`config.mk`:
```
export PLATFORM = sky130hd
export DESIGN_NAME = exu_bp_update_q_flat
export DESIGN_NICKNAME = d
export VERILOG_FILES = /design/src/rtl/exu_bp_update_q_if.sv /design/src/rtl/exu_bp_update_q.sv /design/src/flat_wrapper.sv
export SDC_FILE = /design/constraint.sdc
export NUM_CORES = 1
export LEC_CHECK = 0
export CAP_MARGIN = 20
export CORE_MARGIN = 3
export CORE_UTILIZATION = 45
export CTS_CLUSTER_DIAMETER = 50
export CTS_CLUSTER_SIZE = 20
export DETAILED_ROUTE_END_ITERATION = 8
export GPL_TIMING_DRIVEN = 0
export PLACE_DENSITY = 0.64
export REMOVE_ABC_BUFFERS = 1
export SETUP_SLACK_MARGIN = 0.4
export SYNTH_ARGS = -nofsm -noshare
export SYNTH_HDL_FRONTEND = slang
export SYNTH_SLANG_ARGS = --single-unit
```
`constraint.sdc`:
```
create_clock -name clk -period 12.3 [get_ports clk]
set_input_delay 1.23 -clock clk [delete_from_list [all_inputs] [get_ports clk]]
set_output_delay 1.23 -clock clk [all_outputs]
set_load 0.05 [all_outputs]
```
`src/rtl/exu_bp_update_q_if.sv`:
```
// Branch-predictor update queue bundle: ALU write side, commit/kill control,
// IFU update side and error pulses. master = producer/consumer side, slave = queue.
interface exu_bp_update_q_if;
    logic        wr_valid;
    logic        wr_ready;
    logic [30:0] wr_pc;
    logic        wr_misp;
    logic        wr_ataken;
    logic [1:0]  wr_hist;
    logic        commit;
    logic        kill;
    logic        upd_valid;
    logic        upd_ready;
    logic [30:0] upd_pc;
    logic        upd_misp;
    logic        upd_ataken;
    logic [1:0]  upd_hist;
    logic        ovf_err;
    logic        cm_err;

    modport master (
        output wr_valid, wr_pc, wr_misp, wr_ataken, wr_hist, commit, kill, upd_ready,
        input  wr_ready, upd_valid, upd_pc, upd_misp, upd_ataken, upd_hist, ovf_err, cm_err
    );

    modport slave (
        input  wr_valid, wr_pc, wr_misp, wr_ataken, wr_hist, commit, kill, upd_ready,
        output wr_ready, upd_valid, upd_pc, upd_misp, upd_ataken, upd_hist, ovf_err, cm_err
    );
endinterface

```
`src/rtl/exu_bp_update_q.sv`:
```
// In-order queue holding resolved branches until commit, then feeding the IFU predictor.
// Optional saturating pop/mispredict counters enabled by EXU_BPQ_STATS_EN.
module exu_bp_update_q #(
    parameter int DEPTH = 4,
    parameter int PTRW  = $clog2(DEPTH)
) (
    input  logic                   clk,
    input  logic                   rst_l,
    exu_bp_update_q_if.slave       bp
`ifdef EXU_BPQ_STATS_EN
    ,
    output logic [15:0]            stat_upd_cnt,
    output logic [15:0]            stat_misp_cnt
`endif
);

    typedef struct packed {
        logic [30:0] pc;
        logic        misp;
        logic        ataken;
        logic [1:0]  hist;
    } entry_t;

    localparam logic [PTRW:0] DEPTH_W = (PTRW + 1)'(DEPTH);

    entry_t          mem [DEPTH];
    logic [PTRW:0]   rd_q, rd_d;
    logic [PTRW:0]   cm_q, cm_d;
    logic [PTRW:0]   wr_q, wr_d;
    logic            ovf_q, ovf_d;
    logic            cm_err_q, cm_err_d;

    logic [PTRW:0]   ncommitted;
    logic [PTRW:0]   nspec;
    logic [PTRW:0]   total;
    logic            wr_ready;
    logic            wr_acc;
    logic            pop;
    logic            cm_ok;
    entry_t          head;

    assign ncommitted = cm_q - rd_q;
    assign nspec      = wr_q - cm_q;
    assign total      = wr_q - rd_q;

    // Registered occupancy only: a pop in this cycle does not free a slot until next cycle.
    assign wr_ready = (total != DEPTH_W);
    assign wr_acc   = bp.wr_valid & wr_ready & ~bp.kill;
    assign pop      = (ncommitted != '0) & bp.upd_ready;
    assign cm_ok    = bp.commit & (nspec != '0);

    always_comb begin
        rd_d     = rd_q;
        cm_d     = cm_q;
        wr_d     = wr_q;
        ovf_d    = 1'b0;
        cm_err_d = 1'b0;

        if (pop)
            rd_d = rd_q + 1'b1;
        if (cm_ok)
            cm_d = cm_q + 1'b1;
        cm_err_d = bp.commit & ~cm_ok;

        // Kill truncates to the post-commit boundary and swallows any same-cycle write.
        if (bp.kill)
            wr_d = cm_d;
        else if (wr_acc)
            wr_d = wr_q + 1'b1;

        ovf_d = bp.wr_valid & ~wr_ready & ~bp.kill;
    end

    always_ff @(posedge clk) begin
        if (!rst_l) begin
            rd_q     <= '0;
            cm_q     <= '0;
            wr_q     <= '0;
            ovf_q    <= 1'b0;
            cm_err_q <= 1'b0;
        end else begin
            rd_q     <= rd_d;
            cm_q     <= cm_d;
            wr_q     <= wr_d;
            ovf_q    <= ovf_d;
            cm_err_q <= cm_err_d;
        end
    end

    always_ff @(posedge clk) begin
        if (wr_acc)
            mem[wr_q[PTRW-1:0]] <= '{pc: bp.wr_pc, misp: bp.wr_misp,
                                     ataken: bp.wr_ataken, hist: bp.wr_hist};
    end

    assign head          = mem[rd_q[PTRW-1:0]];
    assign bp.wr_ready   = wr_ready;
    assign bp.upd_valid  = (ncommitted != '0);
    assign bp.upd_pc     = head.pc;
    assign bp.upd_misp   = head.misp;
    assign bp.upd_ataken = head.ataken;
    assign bp.upd_hist   = head.hist;
    assign bp.ovf_err    = ovf_q;
    assign bp.cm_err     = cm_err_q;

`ifdef EXU_BPQ_STATS_EN
    logic [15:0] stat_upd_q;
    logic [15:0] stat_misp_q;

    always_ff @(posedge clk) begin
        if (!rst_l) begin
            stat_upd_q  <= '0;
            stat_misp_q <= '0;
        end else if (pop) begin
            if (stat_upd_q != 16'hFFFF)
                stat_upd_q <= stat_upd_q + 16'd1;
            if (head.misp && (stat_misp_q != 16'hFFFF))
                stat_misp_q <= stat_misp_q + 16'd1;
        end
    end

    assign stat_upd_cnt  = stat_upd_q;
    assign stat_misp_cnt = stat_misp_q;
`endif

endmodule

```
`src/flat_wrapper.sv`:
```
// flat-port wrapper written by rule: the top's interface ports become plain ports
module exu_bp_update_q_flat 
#(
    parameter int DEPTH = 4,
    parameter int PTRW  = $clog2(DEPTH)
)
  (clk, rst_l, bp_wr_valid, bp_wr_pc, bp_wr_misp, bp_wr_ataken, bp_wr_hist, bp_commit, bp_kill, bp_upd_ready, bp_wr_ready, bp_upd_valid, bp_upd_pc, bp_upd_misp, bp_upd_ataken, bp_upd_hist, bp_ovf_err, bp_cm_err);
  exu_bp_update_q_if bp_i ();
  input  logic clk;
  input  logic rst_l;
  input wire logic [$bits(bp_i.wr_valid)-1:0] bp_wr_valid;
  input wire logic [$bits(bp_i.wr_pc)-1:0] bp_wr_pc;
  input wire logic [$bits(bp_i.wr_misp)-1:0] bp_wr_misp;
  input wire logic [$bits(bp_i.wr_ataken)-1:0] bp_wr_ataken;
  input wire logic [$bits(bp_i.wr_hist)-1:0] bp_wr_hist;
  input wire logic [$bits(bp_i.commit)-1:0] bp_commit;
  input wire logic [$bits(bp_i.kill)-1:0] bp_kill;
  input wire logic [$bits(bp_i.upd_ready)-1:0] bp_upd_ready;
  output wire logic [$bits(bp_i.wr_ready)-1:0] bp_wr_ready;
  output wire logic [$bits(bp_i.upd_valid)-1:0] bp_upd_valid;
  output wire logic [$bits(bp_i.upd_pc)-1:0] bp_upd_pc;
  output wire logic [$bits(bp_i.upd_misp)-1:0] bp_upd_misp;
  output wire logic [$bits(bp_i.upd_ataken)-1:0] bp_upd_ataken;
  output wire logic [$bits(bp_i.upd_hist)-1:0] bp_upd_hist;
  output wire logic [$bits(bp_i.ovf_err)-1:0] bp_ovf_err;
  output wire logic [$bits(bp_i.cm_err)-1:0] bp_cm_err;
  assign bp_i.wr_valid = bp_wr_valid;
  assign bp_i.wr_pc = bp_wr_pc;
  assign bp_i.wr_misp = bp_wr_misp;
  assign bp_i.wr_ataken = bp_wr_ataken;
  assign bp_i.wr_hist = bp_wr_hist;
  assign bp_i.commit = bp_commit;
  assign bp_i.kill = bp_kill;
  assign bp_i.upd_ready = bp_upd_ready;
  assign bp_wr_ready = bp_i.wr_ready;
  assign bp_upd_valid = bp_i.upd_valid;
  assign bp_upd_pc = bp_i.upd_pc;
  assign bp_upd_misp = bp_i.upd_misp;
  assign bp_upd_ataken = bp_i.upd_ataken;
  assign bp_upd_hist = bp_i.upd_hist;
  assign bp_ovf_err = bp_i.ovf_err;
  assign bp_cm_err = bp_i.cm_err;
  exu_bp_update_q #(.DEPTH(DEPTH), .PTRW(PTRW)) u_core (.clk(clk), .rst_l(rst_l), .bp(bp_i));
endmodule
```
## Word-level counts from Yosys, hierarchy flattened

Memories as Yosys holds them, arrays and structs flattened. A register that Yosys moved wholly into a read port is not among the register bits.
Cells that the tools add are included.

- Reduce and logical (&&, ||, !) cells: 3
- Bitwise operators: 10
- $add $sub $neg: 6
- Equality and inequality tests: 1
- Multiplexer cells: 7

Operators with widths:

| cell | count |
|---|---|
| 3-bit by 1-bit adder with 3-bit output, second input constant | 3 |
| 3-bit 2-to-1 mux | 3 |
| 3-bit subtractor | 3 |
| 1-bit AND | 7 |
| 3-bit nonzero test | 2 |
| 2-bit 2-to-1 mux | 2 |
| 3-bit inequality test, second input constant | 1 |
| 1-bit NOT | 3 |
| 1-bit 2-to-1 mux | 2 |
| 2-bit nonzero test | 1 |

- Flip-flop bits (word level): 11
- Bits in writable memories: 140
- Word-level logic and storage cells: 33
- Input bits: 41
- Memories kept: 1
- Output and inout bits: 39

Memory list:

| name | words | width | rd ports | clocked after memory_dff | wr ports | line | text |
|---|---|---|---|---|---|---|---|
| u_core.mem | 4 | 35 | 1 | 1 | 1 | exu_bp_update_q.sv:26 | `entry_t mem [DEPTH];` |

## Depth between registers and ports, before layout

- Word-level depth: 6
- Gate-level depth with buffers: 7
- Gate-level depth less buffers: 7

## Least setup slack after synthesis

No wires, ideal clock.

- Path type: input-to-reg
- Start point: input port bp_wr_valid
- End point: memory u_core.mem[0][0] in the netlist's numbering (enable)
- Data arrival time: 4.112 ns
- Data required time: 11.822 ns
- Stages on the path: 3
- Setup slack: 7.710 ns
- Buffers on the path: 0
- Cell sequence: inv_1 -> a21o_2 -> nor3b_1

- Longest elaborated chain between the ends: 4

RTL lines:

| item | line | text |
|---|---|---|
| from (decl) | flat_wrapper.sv:11 | `input wire logic [$bits(bp_i.wr_valid)-1:0] bp_wr_valid;` |
| 1-bit AND (2 in a row) | exu_bp_update_q.sv:48 | `assign wr_acc = bp.wr_valid & wr_ready & ~bp.kill;` |
| 1-bit 2-to-1 mux | exu_bp_update_q.sv:91 | `if (wr_acc)` |
| 1-bit 2-to-1 mux (implied by the code) | exu_bp_update_q.sv:92 | `mem[wr_q[PTRW-1:0]] <= '{pc: bp.wr_pc, misp: bp.wr_misp,` |
| to (decl) | exu_bp_update_q.sv:26 |  |

No other way between the ends.

==> results.ini <==
[synthesis]
synth.distinct_cells=30
ys_seq_elements=153
synth-compound-area-share=0.0146
synth.largest_area_cell=edfxtp_1
synthArstFlopShare=0
synth-edff-count=140
synth.most_common_cell=edfxtp_1
synth.avg_cell_area_sq_um=21.3
synth_top_family_by_area=multiplexers
ys_seq_area_frac=0.767
yosys_warnings=0
synth_ff_type=edfxtp_1
synthAdderAreaFrac=0.0258
postSynthCellCount=273
synth.area.mux_share=0.137
syn_area_sq_um=5820
ys_top_cells_by_count=edfxtp_1, mux4_2, dfxtp_1, ha_1, inv_1
netlist_top_cells_area=edfxtp_1, mux4_2, dfxtp_1
yosys.area_share.simple=0.0277
yosysTopAreaCellShare=0.722
synth-xor-area-share=0.0150

[power_and_ir_drop]
peakVddDrop_v=0.000148
p_sw_uw=493
powerDensity_nw_per_um2=210
pwr-share-clk=0.315
cellLeakagePower_nw=2.51
p_comb_frac=0.291
power.share.switching=0.309
p_int_mw=1.10
power_mw=1.59
seqPwrFrac=0.395

[global_routing]
grt_pass1_vias=3023
track_usage=0.154
grt-ovfl-total=0
grt_max_degree=27
grt_first_pass_wirelength_mm=16.6
antenna_found_initial=0

[clock_network]
clock_sinks=153
cts_tree=yes
cts_buffers=17
ctsHoldBuffers=0
cts-root-buf=clkbuf_16
clkTransAtPathRegs_ns=0.06
clock_latency_ns=0.41
clockBufferDepth=2
post_cts_buffers=0
h-tree-depth=4
post_cts_resized=0

[cells_and_area]
seqCellArea_sq_um=4470
multi_input_area_sq_um=1300
area_growth_pct=30.6
antenna_cells=0
final_util=0.617
num-nets-final=432
nFillCells=896
final_layout_size_suffix_gt1_frac=0.227

[sta]
setup_viol=0
fin_skew_ns=0.0107
min_period_over_period=0.329
max_freq_mhz=247
post-route-min-period_ns=4.04
grt_setup_unrepaired=false
worst_pin_slew_ns=0.946
worst_slack_ns=8.26
maxSlewHeadroom=0.366
slew_viol_final=0
whs_ns=0.504
hold_viol=0
fin_tns_setup_ns=0

[place]
io_buffers=79
place_hpwl_mm=7.02
place_ws_ns=8.62
gp_congestion=0.827

[routing]
ant_nets=0
first_pass_iters=4
viasPerCell=5.14
drc=0
vias=2879
drt_iter0_markers=224
drt_wl_total_mm=10.4
wl_per_cell_um=18.5

[floorplanning]
die_w_um=120
dieArea_sq_um=14300
num_rows=40
initial_core_util=0.473
core_sq_um=12300
die_y_um=120
io_pins=80

[setup_path]
cp-start-kind=flop
worstPathRequired_ns=11.07
rrSetupSlack_ns=9.52
path_max_fanout=21
crit_type=reg -> out
r2r_end=u_core.mem[0][8]
r2r-start=u_core.wr_q[0]
crit_end=bp_upd_pc[16]
endpoint_kind=output pin
reg2reg_depth=8
cp.arrival_ns=2.81

[job]
max_cap_violations=0

[hold_path]
hp-class=reg -> reg
min-delay-start=u_core.rd_q[1]

[status]
run_status=finished clean

worst min-delay path by stage:
stage,slack (ns),cells past startpoint,to
2_1_floorplan,0.47,2,flop
3_3_place_gp,0.50,2,u_core.rd_q[1]
3_5_place_dp,0.50,2,flop
4_1_cts,0.51,2,flop
5_1_grt,0.55,2,flop
6_report,0.50,2,flop
sequential cells by signal, summed over array words and instances (netlist names), named ones only:
| register | cells |
|---|---|
| u_core.cm_q | 3 |
| u_core.bp.ovf_err | 1 |
| u_core.mem | 140 |
| u_core.bp.cm_err | 1 |
| u_core.wr_q | 3 |
| u_core.rd_q | 3 |
cell type report:
type / instances / share of cell area
Sequential cell: 153 / 0.588
Multi-Input combinational cell: 101 / 0.171
Timing Repair Buffer: 96 / 0.132
Clock buffer: 21 / 0.0606
Tap cell: 168 / 0.0276
Clock inverter: 11 / 0.0160
Inverter: 10 / 0.00494
layout by cell type, fill, tap and decap left out, types with 2 or more instances in the layout:
master | synthesis | layout
a21oi_1 | 3 | 3
a31oi_1 | 2 | 2
buf_12 | 0 | 2
buf_6 | 0 | 14
bufinv_16 | 0 | 2
clkbuf_1 | 5 | 2
clkbuf_16 | 0 | 17
clkbuf_8 | 0 | 2
clkdlybuf4s50_1 | 0 | 79
clkinv_2 | 0 | 2
clkinvlp_4 | 0 | 4
dfxtp_1 | 13 | 11
dfxtp_2 | 0 | 2
edfxtp_1 | 140 | 140
ha_1 | 12 | 12
inv_1 | 10 | 10
mux4_2 | 35 | 35
nand2_1 | 8 | 8
nand3_1 | 2 | 2
nand4_1 | 2 | 2
nor2_1 | 4 | 4
nor2b_1 | 2 | 2
nor3_1 | 3 | 3
nor3b_2 | 0 | 4
o21ai_0 | 2 | 2
or3_1 | 2 | 2
xnor2_1 | 5 | 5
xor2_1 | 5 | 5
critical path, stage by stage (launching register included):
cell             delay (ns)
dfxtp_2                0.85
buf_12                 0.26
mux4_2                 0.55
clkdlybuf4s50_1        0.72
power by group through the flow:
| stage | combinational [mW] | sequential (mW) | clock [mW] |
|---|---|---|---|
| 6_report | 0.464 | 0.629 | 0.502 |
| 5_1_grt | 0.490 | 0.635 | 0.533 |
| 4_1_cts | 0.472 | 0.631 | 0.511 |
| 3_5_place_dp | 0.470 | 0.642 | 0 |
| 3_3_place_gp | 0.437 | 0.663 | 0 |
| 2_1_floorplan | 0.304 | 0.647 | 0 |
per-stage QoR:
stage | cell area [sq um] | instances
finish | 7600 | 560
global route | 7600 | 560
CTS | 7600 | 560
detailed placement | 7020 | 528
global placement | 6790 | 511
floorplan | 5780 | 264
layer usage:
layer	share of wire	routed length, um	GRT usage	vias up
li1	-	-	-	1324
met1	0.45	4630	0.209	1458
met2	0.49	5050	0.238	82
met3	0.053	548	0.0415	15
met4	0.013	139	0.0623	0
met5	0	0	0	-
kinds of logic (layout without fill, tap and decap cells):
group | after synthesis | in the layout
flip-flops | 153 | 153
XOR/XNOR | 10 | 10
AND/OR/NAND/NOR | 30 | 30
adder cells (fa/ha/maj) | 12 | 12
buffers and inverters | 19 | 138
AO/OA/AOI/OAI | 13 | 13
multiplexers | 36 | 36
Note: power is estimated with default switching activity, not from simulation.
==> patch: new RTL, same flow settings <==
`DEPTH` is set to 4 in 2 places; all go to 8.
--- a/src/rtl/exu_bp_update_q.sv
+++ b/src/rtl/exu_bp_update_q.sv
@@ -2,5 +2,5 @@
 // Optional saturating pop/mispredict counters enabled by EXU_BPQ_STATS_EN.
 module exu_bp_update_q #(
-    parameter int DEPTH = 4,
+    parameter int DEPTH = 8,
     parameter int PTRW  = $clog2(DEPTH)
 ) (
--- a/src/flat_wrapper.sv
+++ b/src/flat_wrapper.sv
@@ -2,5 +2,5 @@
 module exu_bp_update_q_flat 
 #(
-    parameter int DEPTH = 4,
+    parameter int DEPTH = 8,
     parameter int PTRW  = $clog2(DEPTH)
 )
Formal check against the unedited RTL: not equivalent (Yosys sat finds a counterexample within 10 cycles, from zero or initial values and one cycle with rst_l low).
==> patch against the original RTL <==
Routed wire length grew 120%; design area grew 86%; total power increased by 82%; die area increased by 93%; critical path depth rose by 1; worst setup slack got worse by 550 ps; synthesized area up 99%; clock power grew 83%; sequential cell count up 144; core utilization down 5.9 points; critical endpoint is now bp_upd_pc[0]; largest cell class unchanged.
==> patch: results (changes against the original RTL) <==
Status:
- The run finished with clean final reports.

GRT:
- The first-pass GRT wire length is 34900 um (+110%).
- The number of global-route vias before repair came to 6017 (+99%).
- The fraction of met2 tracks used by global routing is 27.9% (+4.1 points).
- The global routing usage on met3 is 3.56% (-0.59 points).
- The maximum number of pins on one net before global-route repair was 55 (+100%).
- The initial antenna violation count is 1 (+1).
- The global-route met1 utilization is 21.6% (+0.61 points).
- The total routing resource utilization after global routing is 16.2% (+0.85 points).

Synth:
- The compound-cell area share of the yosys netlist is 1.35% (-0.11 points).
- The number of enable flip-flop cells after synthesis is 280 (+100%).
- The post-synthesis share of cell area spent on full adders, half adders and majority gates came to 1.29% (-1.3 points).
- The area share of xor/xnor cells in the synthesized design is 0.830% (-0.67 points).
- By count the netlist is led by 280 x sky130_fd_sc_hd__edfxtp_1, 70 x sky130_fd_sc_hd__mux4_2, 35 x sky130_fd_sc_hd__mux2_2, 17 x sky130_fd_sc_hd__dfxtp_1.
- The unique cell type count in the Yosys netlist is 40 (+33%).

Final layout:
- The total of clock buffers placed in the layout is 33 (+57%).
- The area of the multi-input gates is 2790 um2 (+110%).
- The ratio of cells with drive above 1 in the final layout is 29.2% (+6.5 points).
- The final net count is 701 (+62%).
- The count of sequential standard cells is 297 (+94%).
- The relative area of clock buffers and inverters in the final design is 7.37% (-0.29 points).
- The total of fill cells in the finished design is 1894 (+110%).

Worst setup path:
- The cell with the biggest individual delay on the critical path is sky130_fd_sc_hd__dfxtp_4.
- The arrival time of the worst setup path came to 3360 ps (+550 ps).
- The delay contributed by the slowest stage of the critical path came to 900 ps (+50 ps).
- The highest net fanout along the worst path is 39 (+86%).
- The reg-to-reg setup timing slack is 8750 ps (-770 ps).

Clocking:
- The count of H-tree levels built during CTS is 1 (-3).
- The clock network latency to the later pin of the worst-skew pair came to 540 ps (+130 ps).
- The deepest clock path buffer count came to 3 (+1).

Drt:
- The total number of vias is 5475 (+90%).
- The routed metal-1 wire length is 9070 um (+96%).
- The average wire per cell in the routed design is 22.4 um (+21%).
- The highest signal layer in the routed design is met5.

Timing:
- The minimum period implied by the final worst setup slack came to 4590 ps (+550 ps).

Place:
- The post-placement setup slack is 8210 ps (-411 ps).
- The half-perimeter wire length after detailed placement is 13700 um (+95%).
- The weighted congestion reported at the end of routability-driven placement came to 0.752 (-9.2%).

Power and ir drop:
- The power of the sequential group is 1210 uW (+92%).
- The leakage component of the power is 0.00446 uW (+78%).
- The maximum VDD drop came to 144 uV (-2.7%).
[patch: cell types whose count changed in the layout (fill, tap and decap cells not counted), sizes merged, moves of 8 or more]
cell	unedited run	this run
nor2	4	12
edfxtp	140	280
mux4	35	70
inv	11	21
clkbuf	21	33
mux2	0	36
[patch: tightest hold or removal path: cells and delay by family (launching register included)]
family           cells  cell delay, ps
flip-flops           1             340
multiplexers         1              70
AND/OR/NAND/NOR      1              80
[patch: final timing paths]
check	end	start	cells past startpoint
worst min-delay path	register	u_core.rd_q[1]	2
worst max-delay path	bp_upd_pc[0]	register	4
worst min register to register	register	u_core.rd_q[1]	2
worst max register to register	u_core.mem[0][30]	u_core.wr_q[2]	9
[patch: stage by stage]
step                hold WS [ps]  instances  total power (uW)  area [um2]
finish                       520       1002              2910       14100
global route                 552       1002              3030       14100
CTS                          523       1002              2950       14100
detailed placement           498        945              2020       13100
global placement             482        928              2020       12700
floorplan                    465        519              1780       11500
